--- src/rtl/or_fe_pkg.sv ---
// Package: or_fe_pkg
// Shared types and constants for the bit-serial OR-core front end.
//   or_fe_state_t : front-end FSM state encoding
//   OR_FE_WIDTH   : default operand/result width
//   send_bits()   : serial result length for a given width
//   SEND_BITS     : serial result length at the default width
// Optional feature macro: OR_FE_PARITY_EN (appends an even-parity bit to the result stream).
package or_fe_pkg;

  localparam int OR_FE_WIDTH = 8;

  typedef enum logic [2:0] {
    IDLE,
    LOAD_A,
    LOAD_B,
    CAPTURE,
    SEND,
    DONE
  } or_fe_state_t;

  // Number of bits shifted out in SEND for a given operand width.
  function automatic int send_bits(input int width);
`ifdef OR_FE_PARITY_EN
    return width + 1;
`else
    return width;
`endif
  endfunction

  localparam int SEND_BITS = send_bits(OR_FE_WIDTH);

endpackage

--- src/rtl/or_fe_shreg.sv ---
// Module: or_fe_shreg
// WIDTH-bit MSB-first shift register with parallel load.
//   clk      in   1      clock, rising edge
//   rst_n    in   1      asynchronous active-low reset (clears q)
//   load     in   1      parallel load of load_val (has priority over shift)
//   load_val in   WIDTH  parallel load value
//   shift_en in   1      shift left one place, sin enters at bit 0
//   sin      in   1      serial input
//   q        out  WIDTH  register contents
// Optional feature macro: none.
module or_fe_shreg #(
  parameter int WIDTH = 8
) (
  input  logic             clk,
  input  logic             rst_n,
  input  logic             load,
  input  logic [WIDTH-1:0] load_val,
  input  logic             shift_en,
  input  logic             sin,
  output logic [WIDTH-1:0] q
);

  logic [WIDTH-1:0] q_reg;
  logic [WIDTH-1:0] shift_next;

  // Each bit takes its lower neighbour; bit 0 takes the serial input.
  generate
    for (genvar gi = 0; gi < WIDTH; gi++) begin : g_shift
      if (gi == 0) begin : g_lsb
        assign shift_next[gi] = sin;
      end else begin : g_upper
        assign shift_next[gi] = q_reg[gi-1];
      end
    end
  endgenerate

  always_ff @(posedge clk or negedge rst_n) begin
    if (!rst_n) begin
      q_reg <= '0;
    end else if (load) begin
      q_reg <= load_val;
    end else if (shift_en) begin
      q_reg <= shift_next;
    end
  end

  assign q = q_reg;

endmodule

--- src/rtl/or_serial_frontend.sv ---
// Module: or_serial_frontend
// Bit-serial front end for the OR core: shifts in operand A then B (MSB first),
// presents them to the core, captures the core result and shifts it out MSB first
// under a valid/ready handshake.
//   clk         in   1      clock, rising edge
//   rst_n       in   1      asynchronous active-low reset
//   start       in   1      begin a transaction (only looked at in IDLE)
//   sin         in   1      serial operand data, MSB first
//   sin_valid   in   1      sin qualifier, one bit per high cycle
//   core_a      out  WIDTH  operand A to the core
//   core_b      out  WIDTH  operand B to the core
//   core_y      in   WIDTH  core result
//   sout        out  1      serial result, MSB first
//   sout_valid  out  1      sout carries a result bit
//   sout_ready  in   1      consumer accepts the bit when sout_valid is also high
//   busy        out  1      high outside IDLE
//   done        out  1      one-cycle pulse after the last result bit is accepted
// Optional feature macro: OR_FE_PARITY_EN -- an even-parity bit (^result) follows
// the WIDTH result bits.
module or_serial_frontend
  import or_fe_pkg::*;
#(
  parameter int WIDTH = OR_FE_WIDTH
) (
  input  logic             clk,
  input  logic             rst_n,
  input  logic             start,
  input  logic             sin,
  input  logic             sin_valid,
  output logic [WIDTH-1:0] core_a,
  output logic [WIDTH-1:0] core_b,
  input  logic [WIDTH-1:0] core_y,
  output logic             sout,
  output logic             sout_valid,
  input  logic             sout_ready,
  output logic             busy,
  output logic             done
);

  localparam int CNT_W = $clog2(WIDTH + 1);
  localparam logic [CNT_W-1:0] LAST_LOAD = CNT_W'(WIDTH - 1);
  // Count value during the final SEND bit (the parity bit when enabled), so the
  // counter tops out at WIDTH.
  localparam logic [CNT_W-1:0] LAST_SEND = CNT_W'(send_bits(WIDTH) - 1);

  or_fe_state_t     state_reg, state_next;
  logic [CNT_W-1:0] cnt_reg, cnt_next;
  logic             shift_a, shift_b, shift_r, load_r;
  logic [WIDTH-1:0] result_q;

  or_fe_shreg #(.WIDTH(WIDTH)) u_reg_a (
    .clk     (clk),
    .rst_n   (rst_n),
    .load    (1'b0),
    .load_val('0),
    .shift_en(shift_a),
    .sin     (sin),
    .q       (core_a)
  );

  or_fe_shreg #(.WIDTH(WIDTH)) u_reg_b (
    .clk     (clk),
    .rst_n   (rst_n),
    .load    (1'b0),
    .load_val('0),
    .shift_en(shift_b),
    .sin     (sin),
    .q       (core_b)
  );

  // Result is loaded from the core in CAPTURE and drained MSB first in SEND.
  or_fe_shreg #(.WIDTH(WIDTH)) u_reg_result (
    .clk     (clk),
    .rst_n   (rst_n),
    .load    (load_r),
    .load_val(core_y),
    .shift_en(shift_r),
    .sin     (1'b0),
    .q       (result_q)
  );

  always_ff @(posedge clk or negedge rst_n) begin
    if (!rst_n) begin
      state_reg <= IDLE;
      cnt_reg   <= '0;
    end else begin
      state_reg <= state_next;
      cnt_reg   <= cnt_next;
    end
  end

  always_comb begin
    state_next = state_reg;
    cnt_next   = cnt_reg;
    shift_a    = 1'b0;
    shift_b    = 1'b0;
    shift_r    = 1'b0;
    load_r     = 1'b0;
    case (state_reg)
      IDLE: begin
        if (start) begin
          state_next = LOAD_A;
          cnt_next   = '0;
        end
      end
      LOAD_A: begin
        if (sin_valid) begin
          shift_a = 1'b1;
          if (cnt_reg == LAST_LOAD) begin
            state_next = LOAD_B;
            cnt_next   = '0;
          end else begin
            cnt_next = cnt_reg + CNT_W'(1);
          end
        end
      end
      LOAD_B: begin
        if (sin_valid) begin
          shift_b = 1'b1;
          if (cnt_reg == LAST_LOAD) begin
            state_next = CAPTURE;
            cnt_next   = '0;
          end else begin
            cnt_next = cnt_reg + CNT_W'(1);
          end
        end
      end
      CAPTURE: begin
        load_r     = 1'b1;
        state_next = SEND;
        cnt_next   = '0;
      end
      SEND: begin
        // sout_valid is constantly high here, so ready alone marks a handshake.
        if (sout_ready) begin
          shift_r = 1'b1;
          if (cnt_reg == LAST_SEND) begin
            state_next = DONE;
          end else begin
            cnt_next = cnt_reg + CNT_W'(1);
          end
        end
      end
      DONE: begin
        state_next = IDLE;
      end
      default: begin
        state_next = IDLE;
      end
    endcase
  end

`ifdef OR_FE_PARITY_EN
  localparam logic [CNT_W-1:0] PARITY_SLOT = CNT_W'(WIDTH);

  // Parity is taken from the full result before shifting destroys it.
  logic parity_reg;

  always_ff @(posedge clk or negedge rst_n) begin
    if (!rst_n) begin
      parity_reg <= 1'b0;
    end else if (load_r) begin
      parity_reg <= ^core_y;
    end
  end
`endif

  always_comb begin
    sout = 1'b0;
    if (state_reg == SEND) begin
      sout = result_q[WIDTH-1];
`ifdef OR_FE_PARITY_EN
      if (cnt_reg == PARITY_SLOT) begin
        sout = parity_reg;
      end
`endif
    end
  end

  assign sout_valid = (state_reg == SEND);
  assign busy       = (state_reg != IDLE);
  assign done       = (state_reg == DONE);

endmodule

--- config.mk ---
export PLATFORM = sky130hd
export DESIGN_NAME = or_serial_frontend
export DESIGN_NICKNAME = d
export VERILOG_FILES = /design/src/rtl/or_fe_pkg.sv /design/src/rtl/or_fe_shreg.sv /design/src/rtl/or_serial_frontend.sv
export SDC_FILE = /design/constraint.sdc
export NUM_CORES = 1
export LEC_CHECK = 0
export BUFFER_PORTS_ARGS = -buffer_cell sky130_fd_sc_hd__buf_2
export CAP_MARGIN = 25
export CELL_PAD_IN_SITES_DETAIL_PLACEMENT = 1
export CELL_PAD_IN_SITES_GLOBAL_PLACEMENT = 2
export CORE_MARGIN = 2
export CORE_UTILIZATION = 34
export DETAILED_ROUTE_END_ITERATION = 6
export PLACE_DENSITY = 0.77
export SLEW_MARGIN = 40
export SYNTH_ARGS = -nofsm -noshare
export SYNTH_HDL_FRONTEND = slang
export SYNTH_HIERARCHICAL = 1
export SYNTH_SLANG_ARGS = --single-unit
--- constraint.sdc ---
create_clock -name clk -period 1.75 [get_ports clk]
set_input_delay 0.2625 -clock clk [delete_from_list [all_inputs] [get_ports clk]]
set_output_delay 0.2625 -clock clk [all_outputs]
set_load 0.02 [all_outputs]
==> flow_metrics.tcl, run 1 <==
set metrics [dict create \
    status "finished clean" \
    slowest_delay_ns 0.43 \
    drc 0 \
    cts.path.max_buffers 2 \
    path_cells "buf_4 > or3_2 > buf_2" \
    diodes 0 \
    filler_cell_count 580 \
    hold_violations 0 \
    finalSetupViolCount 0 \
    synth.most_common_cell "dfrtp_1" \
    synth_area_mm2 0.00171 \
    ys_seq_elements 31 \
    drv_cap 0 \
    crit_fanout 5 \
    dr.pass1.iters 4 \
    rows 25 \
    gp_congestion 0.924 \
    clock_latency_ns 0.27 \
    grt_max_degree 32 \
    cts_sinks 31 \
    power_density_mw_per_mm2 1110 \
    crit_path_top_delay_cell "or3_2" \
    start_util_pct 35.8 \
    synth_top_area_share_pct 45.3 \
    cp_top_family "simple AND/OR/NAND/NOR gates" \
    grt.overflow.total 0 \
    grt_pass1_wl_um 6530 \
    die_area_mm2 0.00562 \
    slew_violations 0 \
    dpl.hpwl_um 2910 \
    die_y_um 75.0 \
    drt-total-wl_um 3900 \
    drtIter0Drc 36 \
    root_buffer "clkbuf_8" \
    drt.antenna.violating_nets 0 \
    seq_area_frac_synth_pct 45.3 \
    viasPerCell 4.64 \
    antenna_found_initial 0 \
    io_pins 34 \
    cts_buffers 5 \
    period_share_pct 97.2 \
    cp-end-kind "output pin" \
    path_clk_slew_ns 0.07 \
    vias 1406 \
    syn2layout_area_growth_pct 27.3 \
    max_freq_ghz 0.588 \
    synth.avg_cell_area_um2 10.5 \
    grtUsageTotal_pct 15.7 \
    required_ns 1.49 \
    finalCriticalPeriod_ns 1.70 \
    wl_per_cell_um 12.9 \
    tritoncts "yes" \
    synth_cell_types 39 \
    skew_ns 0.00322 \
    io_buffers 33 \
    die_width_um 75.0 \
    slew-limit-headroom_pct 53.9 \
    path_buf_inv 2 \
    final_core_util_pct 45.6 \
    p_leak_nw 0.991 \
    cp-start-kind "flop" \
    tightest_slew_ns 0.691 \
    cp.arrival_ns 1.44 \
    coreArea_mm2 0.00479 \
    yosysTopAreaCell "dfrtp_1" \
    drive_above_1_share_pct 28.0 \
    synth-async-reset-ratio_pct 100 \
    path_class "flop to output pin" \
    synth_cells 163 \
    power_mw 2.42 \
    h-tree-depth 2 \
    worst_ir_drop_vdd_mv 0.448 \
    synth.area.top_cells "dfrtp_1 45%, mux2i_1 14%, o21ai_1 7.3%" \
    yosys_warnings 6 \
    ys_dominant_reg_cell "dfrtp_1" \
    min_path_type "input pin to async pin" \
    synth_commonest_cells "31 x dfrtp_1, 26 x nand2_1, 25 x o21ai_1" \
    grt_pass1_vias 1484 \
    nets 250 \
    holdBufCountCts 0 \
    synth_edf_count 0 \
]
-- final cells by class --
| type | count | area, µm² | share of cell area [%] |
|---|---|---|---|
| inverter | 4 | 15.0 | 0.688 |
| tap | 67 | 83.8 | 3.84 |
| sequential | 31 | 779 | 35.7 |
| timing repair buffer | 44 | 279 | 12.8 |
| clock buffer | 7 | 76.3 | 3.50 |
| multi-input combinational | 149 | 942 | 43.2 |
| clock inverter | 1 | 5.00 | 0.229 |
-- worst paths after layout --
| path | cells after the start | slack, ns | start | endpoint |
|---|---|---|---|---|
| worst max-delay path | 3 | 0.05 | state_reg[1]$_DFFE_PN0P_ | busy |
| worst min-delay path | 1 | 0.02 | rst_n | cnt_reg[2]$_DFFE_PN0P_ |
| worst max register to register | 5 | 0.09 | cnt_reg[0]$_DFFE_PN0P_ | cnt_reg[0]$_DFFE_PN0P_ |
| worst min register to register | 1 | 0.53 | cnt_reg[1]$_DFFE_PN0P_ | cnt_reg[1]$_DFFE_PN0P_ |
| max in group asynchronous | 1 | 1.23 | rst_n | state_reg[2]$_DFFE_PN0P_ |
| min in group clk | 3 | 0.21 | core_y[1] | u_reg_result/q[1]$_DFFE_PN0P_ |
-- what timing repair did --
item                                    4_1_cts  5_1_grt
pin swaps                                     1        2
endpoints found under the setup margin        3        2
setup buffers                                 3        4
resized for setup                             2        4
-- layer usage --
| layer | global-route usage (%) | wire [µm] |
|---|---|---|
| met1 | 16.9 | 1630 |
| met4 | 5.75 | 22 |
| met5 | 0 | 0 |
| met3 | 4.82 | 86 |
| met2 | 28.8 | 2160 |
-- cell usage in the layout, fill, tap and decap left out, drive strengths merged --
master,Yosys,final
a211o,1,1
a211oi,1,1
a21oi,2,2
a22o,1,1
a31oi,1,1
and2,2,2
and3,1,1
and3b,1,1
and4bb,1,1
buf,9,44
clkbuf,0,7
clkinv,0,1
conb,1,31
dfrtp,31,31
ha,1,1
inv,4,4
mux2,1,1
mux2i,24,24
nand2,26,26
nand2b,2,2
nand3,3,3
nand4bb,1,1
nor2,6,6
nor2b,1,1
nor3,3,3
nor3b,1,1
o211ai,2,2
o21a,1,1
o21ai,26,26
o21bai,1,1
o221a,1,1
o221ai,2,2
o22ai,1,1
o2bb2ai,1,1
or2,1,1
or3,1,1
xor2,1,1
-- where the power goes --
| group | switching (mW) | leakage, nW | internal (mW) | total (mW) |
|---|---|---|---|---|
| sequential | 0.167 | 0.378 | 0.915 | 1.08 |
| combinational | 0.416 | 0.570 | 0.383 | 0.799 |
| clock | 0.255 | 0.0422 | 0.279 | 0.534 |
| total | 0.839 | 0.991 | 1.58 | 2.42 |
-- logic make-up after synthesis --
family / count (synthesis) / synth area share (%)
AND/OR/NAND/NOR: 50 / 16.8
adder cells (fa/ha/maj): 1 / 0.730
AO/OA/AOI/OAI: 41 / 15.1
XOR/XNOR: 1 / 0.511
flip-flops: 31 / 45.3
other: 1 / 0.219
multiplexers: 25 / 14.9
buffers and inverters: 13 / 6.43
-- through the flow --
step	setup TNS, ns	cell area, µm²	std cells	setup WS [ns]	hold WS (ns)
final	0	2180	303	0.0493	0.0208
after global routing	-0.00212	2180	303	-0.00212	0.0771
after CTS	0	2140	299	0.0226	0.0520
after detailed placement	0	2030	288	0.0778	0.360
after global placement	0	2030	288	0.120	0.354
after floorplan	0	1830	193	0.297	-0.0331
No activity file was read; power rests on OpenSTA's default activity.
==> run 2: changes to the inputs <==
==> constraint.sdc (replaced) <==
create_clock -name clk -period 1.75 [get_ports clk]
set_input_delay 0.175 -clock clk [delete_from_list [all_inputs] [get_ports clk]]
set_output_delay 0.175 -clock clk [all_outputs]
set_load 0.02 [all_outputs]
==> run 2 against run 1 <==
Effect of this change: non-clock buffer count shrank 5; first-iteration DRC count shrank 5.6%; global-route usage shrank 0.21 points; sequential cell count is the same; clock power grew 32%; design area shrank 0.69%; cell count shrank 1.7%; total power grew 6.6%; combinational power shrank 2%; sequential share of layout area grew 0.25 points; critical path type unchanged.
==> flow_metrics.tcl, run 2 (synthesized netlist as in run 1, its figures left out) <==
set metrics [dict create \
    status "finished clean" \
    drtIter0Drc 34 \
    tns_ns 0 \
    power_mw 2.57 \
    required_ns 1.57 \
    tightest_slew_ns 0.701 \
    grt_pass1_wl_um 6530 \
    reg2reg_slack_ns 0.10 \
    slowest_delay_ns 0.48 \
    coreArea_mm2 0.00479 \
    placed_area_mm2 0.00201 \
    rows 25 \
    slew-limit-headroom_pct 53.3 \
    filler_cell_count 578 \
    min_path_type "input pin to flop" \
    p_sw_mw 0.862 \
    nets 245 \
    pre_cts_slack_ns 0.0926 \
    finalSetupViolCount 0 \
    gp_congestion 0.814 \
    cts_sinks 31 \
    crit_fanout 7 \
    hold_end "u_reg_result/q[0]$_DFFE_PN0P_" \
    critPathMostFrequentCell "buf_4" \
    cp-start-kind "flop" \
    root_buffer "clkbuf_8" \
    cp.arrival_ns 1.52 \
    h-tree-depth 2 \
    p_int_mw 1.71 \
    reg2reg_depth 5 \
    cp_top_family "flip-flops" \
    period_share_pct 97.1 \
    grtUsageTotal_pct 15.5 \
    slew_violations 0 \
    pwr-share-comb_pct 30.3 \
    fin_area_mm2 0.00217 \
    path_buf_inv 2 \
    drv_cap 0 \
    drc 0 \
    grt_pass1_vias 1400 \
    vias 1355 \
    fin_ws_ns 0.0516 \
    syn2layout_area_growth_pct 26.4 \
    crit_path_top_delay_cell "dfrtp_2" \
    cts.path.max_buffers 2 \
    rsz0062_at_grt "no" \
    die_y_um 75.0 \
    io_buffers 33 \
    path_clk_slew_ns 0.07 \
    power_switching_share_pct 33.5 \
    wirelength_met1_um 1730 \
    holdPathStages 3 \
    drt-total-wl_um 3880 \
    wl_met3_um 97 \
    skew_ns 0.00947 \
    hold_violations 0 \
    dr.pass1.iters 3 \
    diodes 0 \
    antenna_found_initial 0 \
    drt.antenna.violating_nets 0 \
    layout_commonest_cell "buf_2" \
    max_freq_ghz 0.589 \
    hold_ws_ns 0.109 \
    dpl.hpwl_um 2830 \
    clkPwrFrac_pct 27.4 \
    tritoncts "yes" \
    path_cells "buf_4 > or3_2 > buf_4" \
    seqPwrFrac_pct 42.3 \
    power_density_mw_per_mm2 1190 \
    wl_met2_um 2030 \
    p_leak_nw 0.967 \
    worst_ir_drop_vdd_mv 0.428 \
    reg2reg_from "state_reg[1]$_DFFE_PN0P_" \
    r2r_end "cnt_reg[1]$_DFFE_PN0P_" \
    die_width_um 75.0 \
    min-delay-start "core_y[0]" \
    drive_above_1_share_pct 27.3 \
    final_cell_mix "32 x buf_2, 31 x conb_1, 28 x dfrtp_1, 26 x nand2_1, 25 x o21ai_1" \
    cts_buffers 5 \
    io_pins 34 \
    clock_latency_ns 0.29 \
    path_class "flop to output pin" \
    viasPerCell 4.55 \
    cp-end-kind "output pin" \
    finalCriticalPeriod_ns 1.70 \
    wl_per_cell_um 13.0 \
    grt_max_degree 32 \
    grt.overflow.total 0 \
    maxUsedRoutingLayer "met4" \
    start_util_pct 35.8 \
    die_area_mm2 0.00562 \
]
run 2: power by group through the flow:
stage	clock, mW	combinational, mW	sequential (mW)
after detailed placement	0	0.774	1.10
after floorplan	0	0.559	1.09
after CTS	0.724	0.783	1.09
after global placement	0	0.738	1.08
after global routing	0.762	0.866	1.13
final	0.705	0.781	1.09
run 2: worst min-delay path, cell delays in order:
cell and delay [ns]:
buf_2 0.07, nand2_1 0.04, o21ai_1 0.06
run 2: how the worst max path moves through the flow:
| stage | end | cells after the start | from |
|---|---|---|---|
| floorplan | u_reg_a/q[1]$_DFFE_PN0P_ | 7 | state_reg[1]$_DFFE_PN0P_ |
| global placement | u_reg_result/q[3]$_DFFE_PN0P_ | 4 | state_reg[0]$_DFFE_PN0P_ |
| detailed placement | u_reg_result/q[4]$_DFFE_PN0P_ | 4 | state_reg[0]$_DFFE_PN0P_ |
| CTS | sout | 3 | state_reg[0]$_DFFE_PN0P_ |
| global route | busy | 3 | state_reg[2]$_DFFE_PN0P_ |
| finish | busy | 3 | state_reg[2]$_DFFE_PN0P_ |
run 2: layout make-up:
class                           count  area [µm²]  share of cell area, %
Inverter                            4        18.8                  0.867
Clock inverter                      3        43.8                   2.02
Tap cell                           67        83.8                   3.87
Clock buffer                        5        68.8                   3.18
Timing Repair Buffer               39         231                   10.7
Sequential cell                    31         779                   36.0
Multi-Input combinational cell    149         940                   43.4
run 2: what timing repair did:
item	CTS	global route
pin swaps	0	1
gates resized for setup	2	5
endpoints found under the setup margin	2	15
setup buffers	0	2
gates cloned	0	0
hold buffers	1	0
endpoints found under the hold margin	31	0
run 2: routing by layer:
metal / vias to the layer above / GRT usage [%]
li1: 681 / -
met1: 656 / 18.6
met2: 16 / 26.7
met3: 2 / 4.69
met4: 0 / 4.96
met5: - / 0
run 2: through the flow:
stage	instances	utilization, %
2_1_floorplan	193	-
3_3_place_gp	287	42.1
3_5_place_dp	287	42.1
4_1_cts	296	44.7
5_1_grt	298	45.3
6_report	298	45.3
